**config.mk**
```make
export PLATFORM = sky130hd
export DESIGN_NAME = seg_scan_ctrl_flat
export DESIGN_NICKNAME = d
export VERILOG_FILES = /design/src/rtl/seg_scan_ctrl_if.sv /design/src/rtl/seg_scan_ctrl.sv /design/src/flat_wrapper.sv
export SDC_FILE = /design/constraint.sdc
export NUM_CORES = 1
export LEC_CHECK = 0
export ABC_AREA = 1
export CORE_ASPECT_RATIO = 0.5
export CORE_MARGIN = 3
export CORE_UTILIZATION = 45
export DETAILED_ROUTE_END_ITERATION = 8
export GPL_TIMING_DRIVEN = 0
export SLEW_MARGIN = 20
export SYNTH_ARGS = -nofsm -noshare
export SYNTH_HDL_FRONTEND = slang
export SYNTH_SLANG_ARGS = --single-unit
export TNS_END_PERCENT = 100
```
**constraint.sdc**
```tcl
create_clock -name clk -period 4.9 [get_ports clk]
set_clock_uncertainty 0.05 [all_clocks]
set_input_delay 0.98 -clock clk [delete_from_list [all_inputs] [get_ports clk]]
set_output_delay 0.98 -clock clk [all_outputs]
set_load 0.01 [all_outputs]
```
**src/rtl/seg_scan_ctrl_if.sv**
```systemverilog
// -----------------------------------------------------------------------------
// seg_scan_ctrl_if
// Bundles the score-load handshake and the display-scan outputs of
// seg_scan_ctrl.
//   value    : binary score, sampled on an accepted load
//   load     : request to convert and display value
//   blank_lz : 1 = blank leading zeros (live)
//   busy     : conversion in progress, load ignored while high
//   digit    : BCD digit of the active slot, 4'hF = blank
//   an       : active-low anode enables, an[0] = ones digit
// master = score source / display consumer, slave = seg_scan_ctrl.
// -----------------------------------------------------------------------------
interface seg_scan_ctrl_if #(
  parameter int BIN_W = 14
) ();
  logic [BIN_W-1:0] value;
  logic             load;
  logic             blank_lz;
  logic             busy;
  logic [3:0]       digit;
  logic [3:0]       an;

  modport master (
    output value, load, blank_lz,
    input  busy, digit, an
  );

  modport slave (
    input  value, load, blank_lz,
    output busy, digit, an
  );
endinterface

```
**src/rtl/seg_scan_ctrl.sv**
```systemverilog
// -----------------------------------------------------------------------------
// seg_scan_ctrl
// Scan controller for the 4-digit seven-segment score display.
//  - Converts a clamped binary score to BCD with shift-add-3, one bit per
//    clock, and swaps all four nibbles into the shown register at once.
//  - Time-multiplexes the shown digits onto a 4-bit digit bus, one slot per
//    REFRESH_DIV clocks, with matching active-low anodes.
// Ports:
//   clk   : system clock, rising edge
//   rst_n : synchronous reset, active-low
//   bus   : seg_scan_ctrl_if.slave (value/load/blank_lz in, busy/digit/an out)
// Parameters:
//   REFRESH_DIV : clocks per digit slot (2 .. 2**20)
//   BIN_W       : width of the binary score
// -----------------------------------------------------------------------------
module seg_scan_ctrl #(
  parameter int REFRESH_DIV = 100000,
  parameter int BIN_W       = 14
) (
  input  logic            clk,
  input  logic            rst_n,
  seg_scan_ctrl_if.slave  bus
);

  localparam int RW      = (REFRESH_DIV > 2) ? $clog2(REFRESH_DIV) : 1;
  localparam int CW      = (BIN_W > 1) ? $clog2(BIN_W) : 1;
  // Largest value the input can carry that is still displayable.
  localparam int MAX_INT = (BIN_W >= 14) ? 9999 : ((2 ** BIN_W) - 1);

  localparam logic [BIN_W-1:0] MAX_VAL  = BIN_W'(MAX_INT);
  localparam logic [RW-1:0]    REF_LAST = RW'(REFRESH_DIV - 1);
  localparam logic [CW-1:0]    CNT_LAST = CW'(BIN_W - 1);

  typedef enum logic {
    IDLE  = 1'b0,
    SHIFT = 1'b1
  } state_e;

  state_e           state_q,   state_d;
  logic [CW-1:0]    cnt_q,     cnt_d;
  logic [BIN_W-1:0] shift_q,   shift_d;
  logic [15:0]      bcd_q,     bcd_d;
  logic [15:0]      shown_q,   shown_d;
  logic [RW-1:0]    refresh_q, refresh_d;
  logic [1:0]       slot_q,    slot_d;
  logic [3:0]       an_q,      an_d;
  logic [3:0]       digit_q,   digit_d;

  logic [15:0]      bcd_adj;
  logic [15:0]      bcd_next;
  logic [3:0]       zero_from;  // zero_from[i]: nibble i and all above are 0

  always_comb begin
    // NOTE: every variable gets a default before any branch, so no path
    // leaves one unassigned and no latch is inferred.
    state_d   = state_q;
    cnt_d     = cnt_q;
    shift_d   = shift_q;
    bcd_d     = bcd_q;
    shown_d   = shown_q;
    refresh_d = refresh_q;
    slot_d    = slot_q;
    bcd_adj   = bcd_q;
    bcd_next  = '0;
    zero_from = '0;
    an_d      = 4'b1110;
    digit_d   = 4'h0;

    // One double-dabble step: correct nibbles >= 5, then shift in the MSB.
    for (int i = 0; i < 4; i++) begin
      if (bcd_q[4*i +: 4] >= 4'd5) begin
        bcd_adj[4*i +: 4] = bcd_q[4*i +: 4] + 4'd3;
      end
    end
    bcd_next = {bcd_adj[14:0], shift_q[BIN_W-1]};

    unique case (state_q)
      IDLE: begin
        if (bus.load) begin
          shift_d = (bus.value > MAX_VAL) ? MAX_VAL : bus.value;
          bcd_d   = '0;
          cnt_d   = '0;
          state_d = SHIFT;
        end
      end
      SHIFT: begin
        bcd_d   = bcd_next;
        shift_d = shift_q << 1;
        cnt_d   = cnt_q + CW'(1);
        if (cnt_q == CNT_LAST) begin
          // Display swaps to the finished result in a single edge.
          shown_d = bcd_next;
          state_d = IDLE;
        end
      end
      default: state_d = IDLE;
    endcase

    // Free-running scan, independent of conversion activity.
    if (refresh_q == REF_LAST) begin
      refresh_d = '0;
      slot_d    = slot_q + 2'd1;
    end else begin
      refresh_d = refresh_q + RW'(1);
    end

    // digit/an are computed from next-state values so both registers change
    // on the same edge as the slot and the shown register.
    zero_from[3] = (shown_d[15:12] == 4'h0);
    zero_from[2] = zero_from[3] && (shown_d[11:8] == 4'h0);
    zero_from[1] = zero_from[2] && (shown_d[7:4]  == 4'h0);
    zero_from[0] = 1'b0;  // ones digit is always shown

    an_d    = ~(4'b0001 << slot_d);
    digit_d = shown_d[4*slot_d +: 4];
    if (bus.blank_lz && zero_from[slot_d]) begin
      digit_d = 4'hF;
    end
  end

  always_ff @(posedge clk) begin
    if (!rst_n) begin
      // NOTE: the shown register is reset along with the control state so
      // the display reads 0 (not leftover data) after reset, including an
      // aborted conversion.
      state_q   <= IDLE;
      cnt_q     <= '0;
      shift_q   <= '0;
      bcd_q     <= '0;
      shown_q   <= '0;
      refresh_q <= '0;
      slot_q    <= 2'd0;
      an_q      <= 4'b1110;
      digit_q   <= 4'h0;
    end else begin
      // NOTE: non-blocking assignments only, so every register samples the
      // pre-edge values regardless of statement order.
      state_q   <= state_d;
      cnt_q     <= cnt_d;
      shift_q   <= shift_d;
      bcd_q     <= bcd_d;
      shown_q   <= shown_d;
      refresh_q <= refresh_d;
      slot_q    <= slot_d;
      an_q      <= an_d;
      digit_q   <= digit_d;
    end
  end

  assign bus.busy  = (state_q == SHIFT);
  assign bus.an    = an_q;
  assign bus.digit = digit_q;

endmodule

```
**src/flat_wrapper.sv**
```systemverilog
// flat-port wrapper written by rule: the top's interface ports become plain ports
module seg_scan_ctrl_flat 
#(
  parameter int REFRESH_DIV = 100000,
  parameter int BIN_W       = 14
)
  (clk, rst_n, bus_value, bus_load, bus_blank_lz, bus_busy, bus_digit, bus_an);
  seg_scan_ctrl_if #(.BIN_W(BIN_W)) bus_i ();
  input  logic clk;
  input  logic rst_n;
  input wire logic [$bits(bus_i.value)-1:0] bus_value;
  input wire logic [$bits(bus_i.load)-1:0] bus_load;
  input wire logic [$bits(bus_i.blank_lz)-1:0] bus_blank_lz;
  output wire logic [$bits(bus_i.busy)-1:0] bus_busy;
  output wire logic [$bits(bus_i.digit)-1:0] bus_digit;
  output wire logic [$bits(bus_i.an)-1:0] bus_an;
  assign bus_i.value = bus_value;
  assign bus_i.load = bus_load;
  assign bus_i.blank_lz = bus_blank_lz;
  assign bus_busy = bus_i.busy;
  assign bus_digit = bus_i.digit;
  assign bus_an = bus_i.an;
  seg_scan_ctrl #(.REFRESH_DIV(REFRESH_DIV), .BIN_W(BIN_W)) u_core (.clk(clk), .rst_n(rst_n), .bus(bus_i));
endmodule
```
======== Word-level counts from Yosys, hierarchy flattened ========
Index checks and enable logic that the tools add are counted.
storage, ports and cells
  output and inout bits ................... 9
  word-level logic and storage cells ...... 57
  flip-flop bits (word level) ............. 78
  input port bits ......................... 18
operators by class
  bitwise operators ....................... 3
  $lt $le $gt $ge ......................... 6
  add/subtract/negate cells ............... 7
  shift-type cells ........................ 2
  equality and inequality tests ........... 3
  reductions and logical operators ........ 7
  muxes and demuxes ....................... 20
operators with widths
  operator                                                     number
  two-way mux 16 bit                                           3
  case mux 16 bit (2 select lines)                             1
  two-way mux 14 bit                                           2
  case mux 14 bit (2 select lines)                             1
  two-way mux 4 bit                                            5
  adder 17 x 1 -> 17 bit (second input constant)               1
  equality test 17 bit (second input constant)                 1
  >= comparator 4 x 3 -> 1 bit (second input constant)         4
  variable part select 16 x 5 -> 4 bit                         1
  greater-than comparator 14 bit (second input constant)       1
  adder 4 x 2 -> 4 bit (second input constant)                 3
  zero test 4 bit                                              3
  case mux 4 bit (2 select lines)                              1
  adder 4 x 1 -> 4 bit (second input constant)                 1
  equality test 4 bit (second input constant)                  1
  inverter 4 bit                                               1
  << shifter 1 x 2 -> 4 bit (first input constant)             1
  adder 3 x 2 -> 3 bit (second input constant)                 1
  logical AND 1 bit                                            3
  less-than comparator 2 x 3 -> 1 bit (second input constant)  1
  two-way mux 1 bit                                            3
  two-way mux 3 bit                                            1
  adder 2 x 1 -> 2 bit (second input constant)                 1
  binary-select mux 1 bit (select 2 bit)                       1
  5 further kinds                                              6

======== Depth between registers and ports, before layout ========
Gate-level depths: netlist of run 1.
  word-level depth ........................ 11
  mapped depth ............................ 15
  gate-level depth less buffers ........... 15

======== Least setup slack after synthesis of run 1 ========
OpenSTA, ideal clock, no wires.
  path kind ............................... in2reg
  start point ............................. input bus_value[5]
  end point ............................... register u_core.shift_q[4]
  setup slack ............................. 3.026 ns
  stages on the path ...................... 7
  required time ........................... 4.718 ns
  setup time .............................. 0.132 ns
  arrival ................................. 1.692 ns
  path buffers ............................ 0
  path through ............................ nor2_1 nand2_1 nand4_1 a31oi_1 inv_1 nand3_1 a21oi_1
between the ends
  longest elaborated chain between the ends .. 4
RTL lines
  item                              line                  source
  start, declared                   flat_wrapper.sv:11    input wire logic [$bits(bus_i.value)-1:0] bus_value;
  greater-than comparator 14 bit    seg_scan_ctrl.sv:80   shift_d = (bus.value > MAX_VAL) ? MAX_VAL : bus.value;
  two-way mux 14 bit                seg_scan_ctrl.sv:80
  two-way mux 14 bit                seg_scan_ctrl.sv:79   if (bus.load) begin
  case mux 14 bit (2 select lines)  seg_scan_ctrl.sv:77   unique case (state_q)
  end signal, assigned              seg_scan_ctrl.sv:140  shift_q <= shift_d;
  end, declared                     seg_scan_ctrl.sv:41   logic [BIN_W-1:0] shift_q, shift_d;
Every way passes these cells. The select of a mux whose other input is x is not followed.
A chain may end at the register's enable or synchronous reset.

======== Worst setup path after layout of run 1 ========
  start point ............................. input rst_n
  end point ............................... register u_core.digit_q[2] (netlist: u_core.bus.digit[2])
RTL lines
  item                  line                  source
  start, declared       flat_wrapper.sv:10    input logic rst_n;
  end signal, assigned  seg_scan_ctrl.sv:146  digit_q <= digit_d;
  end, declared         seg_scan_ctrl.sv:47   logic [3:0] digit_q, digit_d;
No word-level cell between the ends.

==> summary.md, run 1 <==
| Metric | Value |
|---|---|
| Synth-to-layout area growth | `18.5%` |
| Initial DRC count | `138` |
| PD cells | `311 nW/um2` |
| Antenna viol nets, final | `0` |
| Max cap viols | `0` |
| Post-CTS Setup Bufs | `0` |
| Largest net degree at the start of global routing | `14` |
| Mapped Nets | `584` |
| Final setup TNS | `0 ns` |
| Antenna cells | `0` |
| # fillers | `823` |
| Dominant cells by area after synthesis | `dfxtp_1 40%, nand2_1 14%, nand3_1 6.9%, a21oi_1 6.0%, inv_1 5.3%` |
| Chip height | `71.9 um` |
| Drt pass-1 iters | `5` |
| Unrepaired setup endpoints after global routing | `no` |
| First-pass GRT wire length | `14,800 um` |
| Number of distinct library cells after synthesis | `41` |
| Achievable Freq | `370 MHz` |
| Clk slew on worst S/H paths | `0.06 ns` |
| Slew margin rel. | `0.573` |
| Gpl congestion | `0.871` |
| Cts hold-fix bufs | `0` |
| Vias | `3,524` |
| CTS tree | `built` |
| Worst IR Drop VDD | `0.151 mV` |
| CTS Buf Count | `9` |
| Post-route DRC | `0` |
| Yosys warnings | `0` |
| Critical path endpoint category | `flop` |
| Yosys top cell by area | `dfxtp_1` |
| I/O pin cnt | `27` |
| Worst-Margin Slew | `0.640 ns` |
| DP HPWL | `6620 um` |
| Antenna violations before repair | `0` |
| Synthesized flop and latch total | `78` |
| Placed Area | `4310 um2` |
| Post-Syn Area | `3910 um2` |
| Number of global-route vias before repair | `3,174` |
| Finish-stage setup viols | `0` |
| CTS root buf | `clkbuf_16` |
| Final Max Tran Viols | `0` |
| H-tree Lvls | `3` |
| Final hold violation count | `0` |
| CP arrival | `2.83 ns` |
| Design Area, Final | `4640 um2` |
| Final worst-path cycle share | `0.551` |
| Worst-skew pair later-pin latency | `0.33 ns` |
| Worst Setup Path Type | `input pin to flop` |
| Final hold slack | `0.405 ns` |
| Global Route Usage Sum | `0.191` |
| Most common cell after layout, fill and taps aside | `nand2_1` |
| NumNets Final | `621` |
| Worst path required time | `5.03 ns` |
| Std-Cell Core Area | `8230 um2` |
| Clock Path Buffers | `2` |
| Status | `finished, final reports clean` |
| Die Area | `9920 um2` |
| Buffers on Ports | `26` |
| Layout cells sized above 1 | `0.0804` |
| Crit path launch type | `input pin` |
| WL final | `8850 um` |
| Hold WC Path Type | `flop to flop` |
| Post-layout minimum cycle time | `2.70 ns` |
| CP max FO | `10` |
| Number of flops mapped to enable cells by yosys | `0` |
| Die Wd | `138 um` |
| Clock tree sinks | `78` |
| Initial Util | `0.476` |
| Mapped Cells | `555` |
| P_leak | `1.89 nW` |
| Dominant synthesized flop cell | `dfxtp_1` |
| Gr ovfl total | `0` |
| Synthesized area per cell | `7.05 um2` |
| Core Rows | `23` |
| Commonest cells after routing, fill and taps aside | `143 x nand2_1, 78 x dfxtp_1, 55 x inv_1` |
| Drt wl/cell | `12.5 um` |
| Post-synth top area share | `0.399` |
| Post-synthesis sequential area ratio | `0.399` |
| Async set-reset flop share out of synthesis | `0` |
| Post-cts resize count | `0` |
| Drt via density | `4.97` |
-- flip-flops by register name, indices dropped and copies added, names as in the netlist --
register	count
u_core.refresh_q	17
u_core.bcd_q	16
u_core.shown_q	16
u_core.shift_q	14
u_core.bus.an	4
u_core.bus.digit	4
u_core.cnt_q	4
u_core.slot_q	2
u_core.bus.busy	1
-- where the power goes --
part	switching, mW	internal, mW
Sequential	0.00706	0.645
Combinational	0.0445	0.0283
Clock	0.257	0.460
-- worst max-delay path, stage by stage --
cell             delay, ns
clkdlybuf4s50_1       0.58
inv_1                 0.14
clkbuf_1              0.43
clkbuf_1              0.56
a21oi_1               0.13
-- cell usage after synthesis (7+ instances only) --
library cell	instances
a21oi_1	47
nand2_1	143
a22oi_1	7
clkbuf_1	10
nand4_1	13
a31oi_1	7
nor2_1	49
ha_1	11
dfxtp_1	78
o21ai_0	16
inv_1	55
nand3_1	54
-- through the flow --
step | worst slack, ns | instances | total power, mW | util
floorplan | 3.03 | 555 | 0.705 | -
global placement | 1.83 | 693 | 0.739 | 0.524
CTS | 2.19 | 709 | 1.46 | 0.564
global route | 2.07 | 709 | 1.50 | 0.564
detailed placement | 1.87 | 693 | 0.740 | 0.524
finish | 2.20 | 709 | 1.44 | 0.564
-- cell type report --
| class | count | area (um2) | share of cell area |
|---|---|---|---|
| multi-input cells | 395 | 2010 | 0.433 |
| flip-flops and latches | 78 | 1560 | 0.337 |
| repair buffers | 26 | 260 | 0.0561 |
| clock buffers | 11 | 243 | 0.0523 |
| inverters | 63 | 239 | 0.0515 |
| well taps | 112 | 140 | 0.0302 |
| plain buffers | 19 | 104 | 0.0224 |
| clock inverters | 5 | 82.6 | 0.0178 |
-- metal layers --
layer  vias up  GRT usage  part of all wire
li1       1888          -                 -
met1      1579      0.260              0.52
met2        49      0.306              0.44
met3         8     0.0512             0.039
met4         0     0.0460            0.0066
met5         -          0                 0
-- final timing paths --
kind | startpoint | to | slack [ns] | cells past startpoint
hold / removal | u_core.refresh_q[0] | u_core.refresh_q[0] | 0.41 | 1
setup / recovery | rst_n | u_core.bus.digit[2] | 2.20 | 5
hold reg to reg | u_core.refresh_q[0] | u_core.refresh_q[0] | 0.41 | 1
setup reg to reg | u_core.bcd_q[8] | u_core.bus.digit[2] | 2.80 | 13
-- logic make-up after synthesis --
group,Yosys count,share of synthesized area
AOI/OAI and AO/OA,87,0.122
buffers and inverters,82,0.0876
xor gates and xnor gates,8,0.0179
adders and majority gates,11,0.0352
and+or+nand+nor,289,0.338
DFF,78,0.399
(Power assumes the default switching activity.)
==> run 2, diff against run 1 <==
Clock period 4.9 ns to 2.75 ns, I/O delays scaled along.
==> results of run 2 <==
Same layout as run 1 (identical final DEF). Status: finished, final reports clean.
Main changes from that run: setup slack after placement 1.87 ns -> 0.145 ns; setup slack after layout 2.20 ns -> 0.481 ns; register-to-register setup slack 2.80 ns -> 0.65 ns; total power 1.44 mW -> 2.57 mW; worst IR drop on VDD 0.151 mV -> 0.269 mV
